`src/rtl/calc_exec_unit.sv`:
```
// calc_exec_unit: execute stage of the calculator.
// Latches operands and one-hot operation strobes on an accepted start.
// Computes add/sub/mul2/div2 in one registered cycle.
// Presents result/carry/err on a valid/ready handshake.
// Optional macro CALC_SAT_EN: saturating results; carry still reports the raw condition.
module calc_exec_unit #(
  parameter int unsigned WIDTH = 8
) (
  input  logic             clk,
  input  logic             rst,
  input  logic             start,
  input  logic [WIDTH-1:0] op_a,
  input  logic [WIDTH-1:0] op_b,
  input  logic             op_add,
  input  logic             op_sub,
  input  logic             op_mul2,
  input  logic             op_div2,
  output logic             busy,
  output logic [WIDTH-1:0] result,
  output logic             carry,
  output logic             err,
  output logic             result_valid,
  input  logic             result_ready
);

  typedef enum logic [1:0] {IDLE, EXEC, DONE} state_t;

  state_t           state_q, state_d;
  logic [WIDTH-1:0] a_q, b_q;
  logic [3:0]       ops_q;
  logic [WIDTH-1:0] result_q, result_d;
  logic             carry_q, carry_d;
  logic             err_q, err_d;
  logic [WIDTH:0]   sum_w, diff_w;

  // State register; reset aborts any operation in flight.
  always_ff @(posedge clk) begin
    if (rst) begin
      state_q <= IDLE;
    end else begin
      state_q <= state_d;
    end
  end

  // Next-state logic: IDLE accepts start, EXEC lasts one cycle, DONE waits for ready.
  always_comb begin
    state_d = state_q;
    case (state_q)
      IDLE:    if (start) state_d = EXEC;
      EXEC:    state_d = DONE;
      DONE:    if (result_ready) state_d = IDLE;
      default: state_d = IDLE;
    endcase
  end

  // Operand latch on accepted start; result registers load only in EXEC.
  always_ff @(posedge clk) begin
    if (rst) begin
      a_q      <= '0;
      b_q      <= '0;
      ops_q    <= '0;
      result_q <= '0;
      carry_q  <= 1'b0;
      err_q    <= 1'b0;
    end else begin
      if (state_q == IDLE && start) begin
        a_q   <= op_a;
        b_q   <= op_b;
        ops_q <= {op_div2, op_mul2, op_sub, op_add};
      end
      if (state_q == EXEC) begin
        result_q <= result_d;
        carry_q  <= carry_d;
        err_q    <= err_d;
      end
    end
  end

  // Arithmetic at WIDTH+1 bits from latched values; anything not one-hot is an error.
  always_comb begin
    result_d = '0;
    carry_d  = 1'b0;
    err_d    = 1'b0;
    sum_w    = {1'b0, a_q} + {1'b0, b_q};
    diff_w   = {1'b0, a_q} - {1'b0, b_q};
    case (ops_q)
      4'b0001: begin
        result_d = sum_w[WIDTH-1:0];
        carry_d  = sum_w[WIDTH];
`ifdef CALC_SAT_EN
        if (sum_w[WIDTH]) result_d = '1;
`endif
      end
      4'b0010: begin
        result_d = diff_w[WIDTH-1:0];
        carry_d  = diff_w[WIDTH];
`ifdef CALC_SAT_EN
        if (diff_w[WIDTH]) result_d = '0;
`endif
      end
      4'b0100: begin
        result_d = {a_q[WIDTH-2:0], 1'b0};
        carry_d  = a_q[WIDTH-1];
`ifdef CALC_SAT_EN
        if (a_q[WIDTH-1]) result_d = '1;
`endif
      end
      4'b1000: begin
        result_d = {1'b0, a_q[WIDTH-1:1]};
        carry_d  = a_q[0];
      end
      default: err_d = 1'b1;
    endcase
  end

  assign busy         = (state_q != IDLE);
  assign result_valid = (state_q == DONE);
  assign result       = result_q;
  assign carry        = carry_q;
  assign err          = err_q;

endmodule

```
`config.mk`:
```
export PLATFORM = sky130hd
export DESIGN_NAME = calc_exec_unit
export DESIGN_NICKNAME = d
export VERILOG_FILES = /design/src/rtl/calc_exec_unit.sv
export SDC_FILE = /design/constraint.sdc
export NUM_CORES = 1
export LEC_CHECK = 0
export BUFFER_PORTS_ARGS = -buffer_cell sky130_fd_sc_hd__buf_2
export CAP_MARGIN = 25
export CORE_AREA = 4 4 56 84
export DETAILED_ROUTE_END_ITERATION = 16
export DIE_AREA = 0 0 60 88
export GPL_TIMING_DRIVEN = 0
export PLACE_DENSITY_LB_ADDON = 0.1
export RECOVER_POWER = 25
export SLEW_MARGIN = 20
export SYNTH_ARGS = -nofsm -noshare
export SYNTH_HDL_FRONTEND = slang
export SYNTH_SLANG_ARGS = --single-unit
```
`constraint.sdc`:
```
create_clock -name clk -period 2.76 [get_ports clk]
set_clock_uncertainty 0.2 [all_clocks]
set_input_delay 0.414 -clock clk [delete_from_list [all_inputs] [get_ports clk]]
set_output_delay 0.414 -clock clk [all_outputs]
set_load 0.02 [all_outputs]
```
==> results.tsv, run 1 <==
metric	value	unit
Highest Signal Layer	met4	
post-synthesis compound-gate area fraction	0.243	
Clock Power Share	0.369	
metal2 WL	2.76	mm
DRT met1 WL	2.35	mm
cts hold-fix bufs	0	
sequential element share of the synthesized area	0.296	
Mapped Nets	326	
Mean Syn Cell Area	7.64	um2
Nets	368	
layout cells sized above 1	0.141	
slowest stage delay, CP	0.58	ns
Critical-path top delay cell	or4b_2	
largest net degree at the start of global routing	13	
Starting DRT DRC Count	116	
switch share	0.323	
R2R depth	8	
Post-Syn Area	2160	um2
Post-synth EDFFs	0	
status	complete, no violations	
XOR/XNOR share of the synthesized area	0.0122	
vias in the first global route	2001	
Yosys Warn Count	0	
post-placement setup slack	0.00531	ns
Vias	2140	
area occupied by multi-input gates	1370	um2
Worst Path Arrival	2.59	ns
Synth Area in Adders	0.117	
Starting Density	0.551	
Setup Viol. Count Final	0	
Critical Path Stages	8	
P_int	0.876	mW
Worst EP required	2.74	ns
# diodes	0	
number of max-cap violations	0	
register area	641	um2
Worst-Margin Slew	0.725	ns
Synth Instances	283	
Fmax	383	MHz
Inserted Clock Buffers	5	
Area after DPL	2390	um2
Root Buffer	clkbuf_8	
Overall Power	1.29	mW
Synth async-reset ratio	0	
first-pass GRT wire length	9.13	mm
FF+latch count, synth	32	
Power Dens Cells	518	nW/um2
Setup crit start	b_q[6]	
crit path time final	2.61	ns
I/O pins	36	
CTS Sinks	32	
most common cell in the netlist	nand2_1	
# fillers	364	
fin crit share	0.946	
RSZ-0062 raised after global routing	no	
Top delay family on crit path	simple AND/OR/NAND/NOR gates	
top post-synthesis cells by count	50 x nand2_1, 34 x a21oi_1, 32 x dfxtp_1	
GP Congestion	0.961	
worst min-delay path class	in2reg	
Comb pwr share	0.232	
Synth top area share	0.296	
Yosys top cell by area	dfxtp_1	
die area	5280	um2
Yosys cell types	54	
final WL	5.62	mm
# rows	28	
Total Routing Usage GR	0.230	
CP Cell Sequence	inv_1 -> ha_1 -> clkbuf_1 -> nand2_1 -> or4b_2 -> o22ai_1 -> mux2i_1 -> a31oi_1	
DR DRC count	0	
Longest Clk Path Bufs	2	
top cells by area, synth	dfxtp_1 30%, ha_1 9.8%, nand2_1 8.7%, a21oi_1 7.9%, nor2_1 3.1%	
leakage power	0.981	nW
Clock Latency Late Sink	0.30	ns
normalized max-slew margin	0.515	
max-slew violations	0	
Area Growth Syn to Fin	15.7	%
DR vias/cell	5.77	
post-synthesis mux area share	0.00926	
Die H	88	um
Fin. Hold Viols	0	
NetSw	0.418	mW
Post-DP HPWL	4.31	mm
IO buf count	35	
Clock transition at path regs	0.08	ns
Startpoint Class	flop	
worst hold stages	3	
CTS H-tree depth	2	
Final ANT Viol Nets	0	
Hold Startpoint	op_add	
First-pass DRT Iterations	4	
aggregate global routing overflow	0	
Horiz. Die Dim	60	um
Met3 Routed Length	270	um
Sum Neg Setup Slack	0	ns
initial antenna violation count	0	
DR WL/cell	15.1	um
core footprint	3920	um2
Critical Path End Type	flop	
Hold Slack	0.147	ns
Reg power frac	0.399	
combinational family with the most area after synthesis	simple AND/OR/NAND/NOR gates	
setup ws final	0.150	ns
worst vdd ir	0.000498	V
CTS tree	done	
ys flop type	dfxtp_1	
simple-gate area share of the yosys netlist	0.250	
CP max FO	10	
FF-to-FF Start	b_q[6]	
Crit path buffers/inverters	2	
Worst Setup Path Type	reg2reg	
final instance area	2500	um2
==> cell usage in the layout (no fill, tap or decap), types with 2 or more instances in the layout <==
cell        n
nand2_1    50
a21oi_1    34
dfxtp_1    32
buf_2      29
clkbuf_1   23
nor2_1     18
ha_1       17
inv_1      15
nor2b_1     6
a31oi_1     6
o21ai_0     5
clkbuf_8    5
nand3_1     4
a22oi_1     4
nor3_1      4
and2_1      3
nand2b_1    3
a221oi_1    3
nand3b_1    3
o21a_1      3
o21ai_1     3
or3_1       3
a211oi_1    3
xnor2_1     3
buf_1       2
or4_1       2
nor4_1      2
nor4b_2     2
mux2i_1     2
a21o_1      2
nand4_1     2
nor3b_1     2
a2111oi_0   2
a22o_1      2
a222oi_1    2
o221ai_1    2
fa_1        2
==> logic make-up after synthesis <==
family / Yosys count
DFF: 32
and+or+nand+nor: 109
buffers and inverters: 37
AOI/OAI and AO/OA: 81
xor gates and xnor gates: 3
adders and majority gates: 19
muxes: 2
==> stage by stage <==
step	util	std cells
finish	0.637	371
global route	0.637	371
CTS	0.641	371
detailed placement	0.610	363
global placement	0.610	363
floorplan	-	283
==> flip-flops by register name, indices dropped and copies added, names as in the netlist <==
register and count:
ops_q 4, carry 1, err 1, state_q 2, b_q 8, a_q 8, result 8
==> power groups by stage <==
stage	combinational (mW)	sequential, mW	clock [mW]
CTS	0.301	0.516	0.483
floorplan	0.212	0.525	0
global route	0.336	0.520	0.507
detailed placement	0.298	0.527	0
global placement	0.295	0.525	0
finish	0.300	0.516	0.478
==> worst min-delay path: cells and delay by family <==
family          cells  cell delay, ns
buf+inv             1            0.09
compound gates      1            0.05
simple gates        1            0.04
==> final cells by class <==
type / count / area share
clock inverter: 3 / 0.0185
tap: 45 / 0.0225
buffer: 21 / 0.0385
sequential: 32 / 0.256
timing repair buffer: 35 / 0.0645
inverter: 16 / 0.0240
multi-input combinational: 214 / 0.548
clock buffer: 5 / 0.0275
==> layer usage <==
layer | global-route usage | vias up
met5 | 0 | -
met4 | 0.135 | 0
met3 | 0.0398 | 19
met2 | 0.389 | 75
met1 | 0.265 | 958
li1 | - | 1088
==> repair_timing <==
item	CTS	global route
buffers inserted	0	0
gates resized for setup	1	0
setup endpoints to repair	1	1
pin swaps	0	1
==> path summary, 6_finish.rpt <==
path                    end  slack [ns]
hold / removal     ops_q[0]        0.15
setup reg to reg  result[7]        0.15
setup / recovery  result[7]        0.15
hold reg to reg   result[2]        0.25
Power figures use the tool's default switching activity.
==> run 2: changes to the inputs <==
--- a/config.mk
+++ b/config.mk
@@ -7,9 +7,10 @@
 export LEC_CHECK = 0
 export BUFFER_PORTS_ARGS = -buffer_cell sky130_fd_sc_hd__buf_2
 export CAP_MARGIN = 25
-export CORE_AREA = 4 4 56 84
+export CORE_AREA = 4 4 55 82
+export CTS_BUF_LIST = sky130_fd_sc_hd__clkbuf_8
 export DETAILED_ROUTE_END_ITERATION = 16
-export DIE_AREA = 0 0 60 88
+export DIE_AREA = 0 0 59 86
 export GPL_TIMING_DRIVEN = 0
 export PLACE_DENSITY_LB_ADDON = 0.1
 export RECOVER_POWER = 25
==> results.tsv, run 2 (synthesis gave the netlist of run 1 again) <==
metric	value	unit
status	complete, no violations	
Starting Density	0.561	
Die H	86	um
First-pass DRT Iterations	4	
post-placement setup slack	0.0111	ns
largest net degree at the start of global routing	12	
Worst-Margin Slew	0.731	ns
normalized max-slew margin	0.511	
Critical-path top delay cell	fa_1	
Worst Setup Path Type	reg2reg	
layout cells sized above 1	0.138	
Sum Neg Setup Slack	0	ns
final std cells w/o fill	371	
worst hold stages	3	
max-slew violations	0	
Longest Clk Path Bufs	2	
final instance area	2470	um2
commonest non-fill, non-tap cell in the layout	nand2_1	
number of max-cap violations	0	
core footprint	3850	um2
Total Routing Usage GR	0.233	
Layout Utilization	0.642	
Vias	2141	
CTS Sinks	32	
R2R depth	7	
DR WL/cell	15.1	um
DR DRC count	0	
Area Growth Syn to Fin	14.5	%
DR vias/cell	5.77	
die area	5070	um2
slowest stage delay, CP	0.42	ns
Worst Path Arrival	2.56	ns
cts hold-fix bufs	0	
Critical Path End Type	flop	
Startpoint Class	flop	
fin crit share	0.942	
Starting DRT DRC Count	89	
crit path time final	2.60	ns
Overall Power	1.18	mW
Horiz. Die Dim	59	um
Nets	368	
first-pass GRT wire length	9.12	mm
hold endpoint	b_q[0]	
Power Dens Cells	477	nW/um2
leakage power	0.972	nW
R2R Path End	carry	
Inserted Clock Buffers	5	
most frequent cells in the layout	50 x nand2_1, 34 x a21oi_1, 32 x dfxtp_1, 29 x buf_2, 23 x clkbuf_1	
CP max FO	5	
Worst EP required	2.72	ns
Setup Viol. Count Final	0	
Post-DP HPWL	4.30	mm
Hold Startpoint	op_b[0]	
# rows	28	
GP Congestion	0.950	
CTS H-tree depth	2	
RSZ-0062 raised after global routing	no	
Area after DPL	2390	um2
initial antenna violation count	0	
Final ANT Viol Nets	0	
Fin. Hold Viols	0	
IO buf count	35	
most frequent CP cell	a2111oi_0	
setup ws final	0.160	ns
placed instance count	363	
aggregate global routing overflow	0	
Reg2Reg Setup Slack	0.16	ns
Fmax	385	MHz
CP Cell Sequence	ha_1 -> fa_1 -> nor3b_1 -> o311ai_2 -> a2111oi_0 -> a2111oi_0 -> a31oi_1	
vias in the first global route	1986	
I/O pins	36	
Clock Latency Late Sink	0.29	ns
Root Buffer	clkbuf_8	
# diodes	0	
worst min-delay path class	in2reg	
CTS tree	done	
worst vdd ir	0.000355	V
Hold Slack	0.156	ns
Clock transition at path regs	0.07	ns
final WL	5.60	mm
FF-to-FF Start	a_q[0]	
-- run 2: changes by cell type in the layout (fill, tap and decap cells not counted) --
cell	before	now
bufinv_16	1	0
clkinv_4	0	1
inv_1	15	16
inv_6	1	0
-- run 2: layout make-up --
class / count / area [um2]
sequential: 32 / 641
multi-input combinational: 214 / 1370
clock inverter: 3 / 20.0
buffer: 21 / 96.3
tap: 45 / 56.3
inverter: 16 / 60.1
timing repair buffer: 35 / 161
fill: 390 / 1380
clock buffer: 5 / 68.8
-- run 2: repair_timing --
item,in CTS,in global routing
resized for setup,0,1
setup endpoints to repair,0,1
setup buffers,0,0
-- run 2: worst max-delay path: cells and delay by family (launching register included) --
family                   cells  cell delay (ns)
AO/OA/AOI/OAI                4             1.07
adder cells (fa/ha/maj)      2             0.66
flip-flops                   1             0.36
AND/OR/NAND/NOR              1             0.18
-- run 2: worst max path at each step --
stage,slack [ns],to,startpoint
6_report,0.16,carry,a_q[0]
5_1_grt,0.02,carry,a_q[0]
2_1_floorplan,0.37,carry,a_q[0]
3_3_place_gp,0.03,carry,a_q[0]
3_5_place_dp,0.01,carry,a_q[0]
4_1_cts,0.0005,carry,a_q[0]
-- run 2: report_power, final --
group | internal, mW | switching, mW | leakage [nW]
combinational | 0.116 | 0.185 | 0.665
clock | 0.175 | 0.187 | 0.0455
sequential | 0.488 | 0.0281 | 0.262
total | 0.780 | 0.400 | 0.972
-- run 2: per-layer routing --
layer	part of all wire	wire length (um)	track usage	vias to the layer above
li1	-	-	-	1085
met1	0.42	2330	0.282	963
met2	0.47	2640	0.371	70
met3	0.059	328	0.0407	23
met4	0.054	302	0.146	0
met5	0	0	0	-
==> run 3: changes to the inputs <==
--- a/config.mk
+++ b/config.mk
@@ -5,12 +5,13 @@
 export SDC_FILE = /design/constraint.sdc
 export NUM_CORES = 1
 export LEC_CHECK = 0
+export ABC_CLOCK_PERIOD_IN_PS = 2760
 export BUFFER_PORTS_ARGS = -buffer_cell sky130_fd_sc_hd__buf_2
 export CAP_MARGIN = 25
-export CORE_AREA = 4 4 55 82
+export CORE_AREA = 2 2 53 80
 export CTS_BUF_LIST = sky130_fd_sc_hd__clkbuf_8
 export DETAILED_ROUTE_END_ITERATION = 16
-export DIE_AREA = 0 0 59 86
+export DIE_AREA = 0 0 55 82
 export GPL_TIMING_DRIVEN = 0
 export PLACE_DENSITY_LB_ADDON = 0.1
 export RECOVER_POWER = 25
==> results.tsv, run 3 (synthesis gave the netlist of run 1 again) <==
metric	value	unit
CTS Sinks	32	
Final ANT Viol Nets	0	
Critical Path End Type	flop	
Area Growth Syn to Fin	16.0	%
Setup Viol. Count Final	0	
worst min-delay path class	in2reg	
Crit path buffers/inverters	0	
Clock Latency Late Sink	0.29	ns
Worst Setup Path Type	reg2reg	
Layout Utilization	0.651	
number of max-cap violations	0	
largest net degree at the start of global routing	13	
Power Dens Cells	518	nW/um2
Worst Path Arrival	2.61	ns
most frequent cells in the layout	50 x nand2_1, 34 x a21oi_1, 32 x dfxtp_1, 29 x buf_2, 23 x clkbuf_1	
CP Cell Sequence	ha_1 -> fa_1 -> nor3b_1 -> o311ai_2 -> a2111oi_0 -> a2111oi_0 -> a31oi_1	
CTS tree	done	
normalized max-slew margin	0.500	
commonest non-fill, non-tap cell in the layout	nand2_1	
max-slew violations	0	
met3 Usage GRT	0.0564	
final std cells w/o fill	371	
Post-DP HPWL	4.24	mm
RSZ-0062 raised after global routing	no	
# fillers	370	
core footprint	3850	um2
fin crit share	0.960	
Starting DRT DRC Count	78	
I/O pins	36	
# diodes	0	
Overall Power	1.30	mW
Clock transition at path regs	0.08	ns
Fin. Hold Viols	0	
aggregate global routing overflow	0	
leakage power	0.985	nW
Vias	2188	
slowest stage delay, CP	0.43	ns
postcts setup bufs	0	
Die H	82	um
IO buf count	35	
met1 Usage GRT	0.321	
Root Buffer	clkbuf_8	
GP Congestion	0.853	
CTS H-tree depth	2	
worst vdd ir	0.000366	V
vias in the first global route	1945	
Inserted Clock Buffers	5	
Longest Clk Path Bufs	2	
final WL	5.63	mm
status	complete, no violations	
Critical-path top delay cell	a2111oi_0	
initial antenna violation count	0	
Worst-Margin Slew	0.748	ns
Fmax	377	MHz
DR vias/cell	5.90	
busiest grt layer	met2	
placed instance count	363	
Total Routing Usage GR	0.281	
Horiz. Die Dim	55	um
cts hold-fix bufs	0	
CP max FO	5	
first-pass GRT wire length	9.10	mm
crit path time final	2.65	ns
First-pass DRT Iterations	4	
DR DRC count	0	
Starting Density	0.561	
Startpoint Class	flop	
Top delay family on crit path	compound AO/OA/AOI/OAI gates	
# rows	28	
most frequent CP cell	a2111oi_0	
Sum Neg Setup Slack	0	ns
Worst EP required	2.72	ns
DR WL/cell	15.2	um
met2 GRT Util	0.470	
final instance area	2510	um2
Nets	368	
layout cells sized above 1	0.144	
Area after DPL	2390	um2
die area	4510	um2
## run 3: per-layer routing
| layer | part of all wire | up-vias |
|---|---|---|
| met5 | 0 | - |
| met4 | 0.052 | 0 |
| met3 | 0.057 | 28 |
| met2 | 0.48 | 95 |
| met1 | 0.41 | 979 |
| li1 | - | 1086 |
## run 3: area by class of cell
| cell class | count | area [um2] | area share |
|---|---|---|---|
| multi-input combinational | 214 | 1380 | 0.549 |
| sequential | 32 | 641 | 0.255 |
| timing repair buffer | 35 | 161 | 0.0644 |
| buffer | 21 | 96.3 | 0.0384 |
| clock buffer | 5 | 68.8 | 0.0274 |
| inverter | 16 | 60.1 | 0.0240 |
| tap | 45 | 56.3 | 0.0225 |
| clock inverter | 3 | 46.3 | 0.0185 |
## run 3: final timing paths
check	from	end	slack [ns]	cells past startpoint
setup reg to reg	a_q[0]	carry	0.11	7
setup / recovery	a_q[0]	carry	0.11	7
hold / removal	op_a[6]	a_q[6]	0.15	3
hold reg to reg	result[2]	result[2]	0.25	2
## run 3: what timing repair did
| item | in CTS | in global routing |
|---|---|---|
| gates resized for setup | 1 | 1 |
| endpoints found under the setup margin | 1 | 2 |
| pin swaps | 0 | 2 |
## run 3: metrics by stage
stage	setup slack, ns	hold WS [ns]
2_1_floorplan	0.374	0.253
6_report	0.110	0.152
4_1_cts	0.0449	0.148
5_1_grt	0.0356	0.160
3_5_place_dp	-0.0843	0.245
3_3_place_gp	0.0290	0.237
## run 3: where the power goes
part           leakage [nW]  internal [mW]  total (mW)  switching [mW]
Combinational         0.668          0.118       0.305           0.187
Sequential            0.262          0.488       0.517          0.0287
Clock                0.0548          0.272       0.476           0.204
Total                 0.985          0.878        1.30           0.420
## run 3: worst register-to-register path, delay by kind of cell (launching register included)
kind | cells | cell delay [ns]
AOI/OAI and AO/OA | 4 | 1.11
adders and majority gates | 2 | 0.66
DFF | 1 | 0.37
and+or+nand+nor | 1 | 0.18
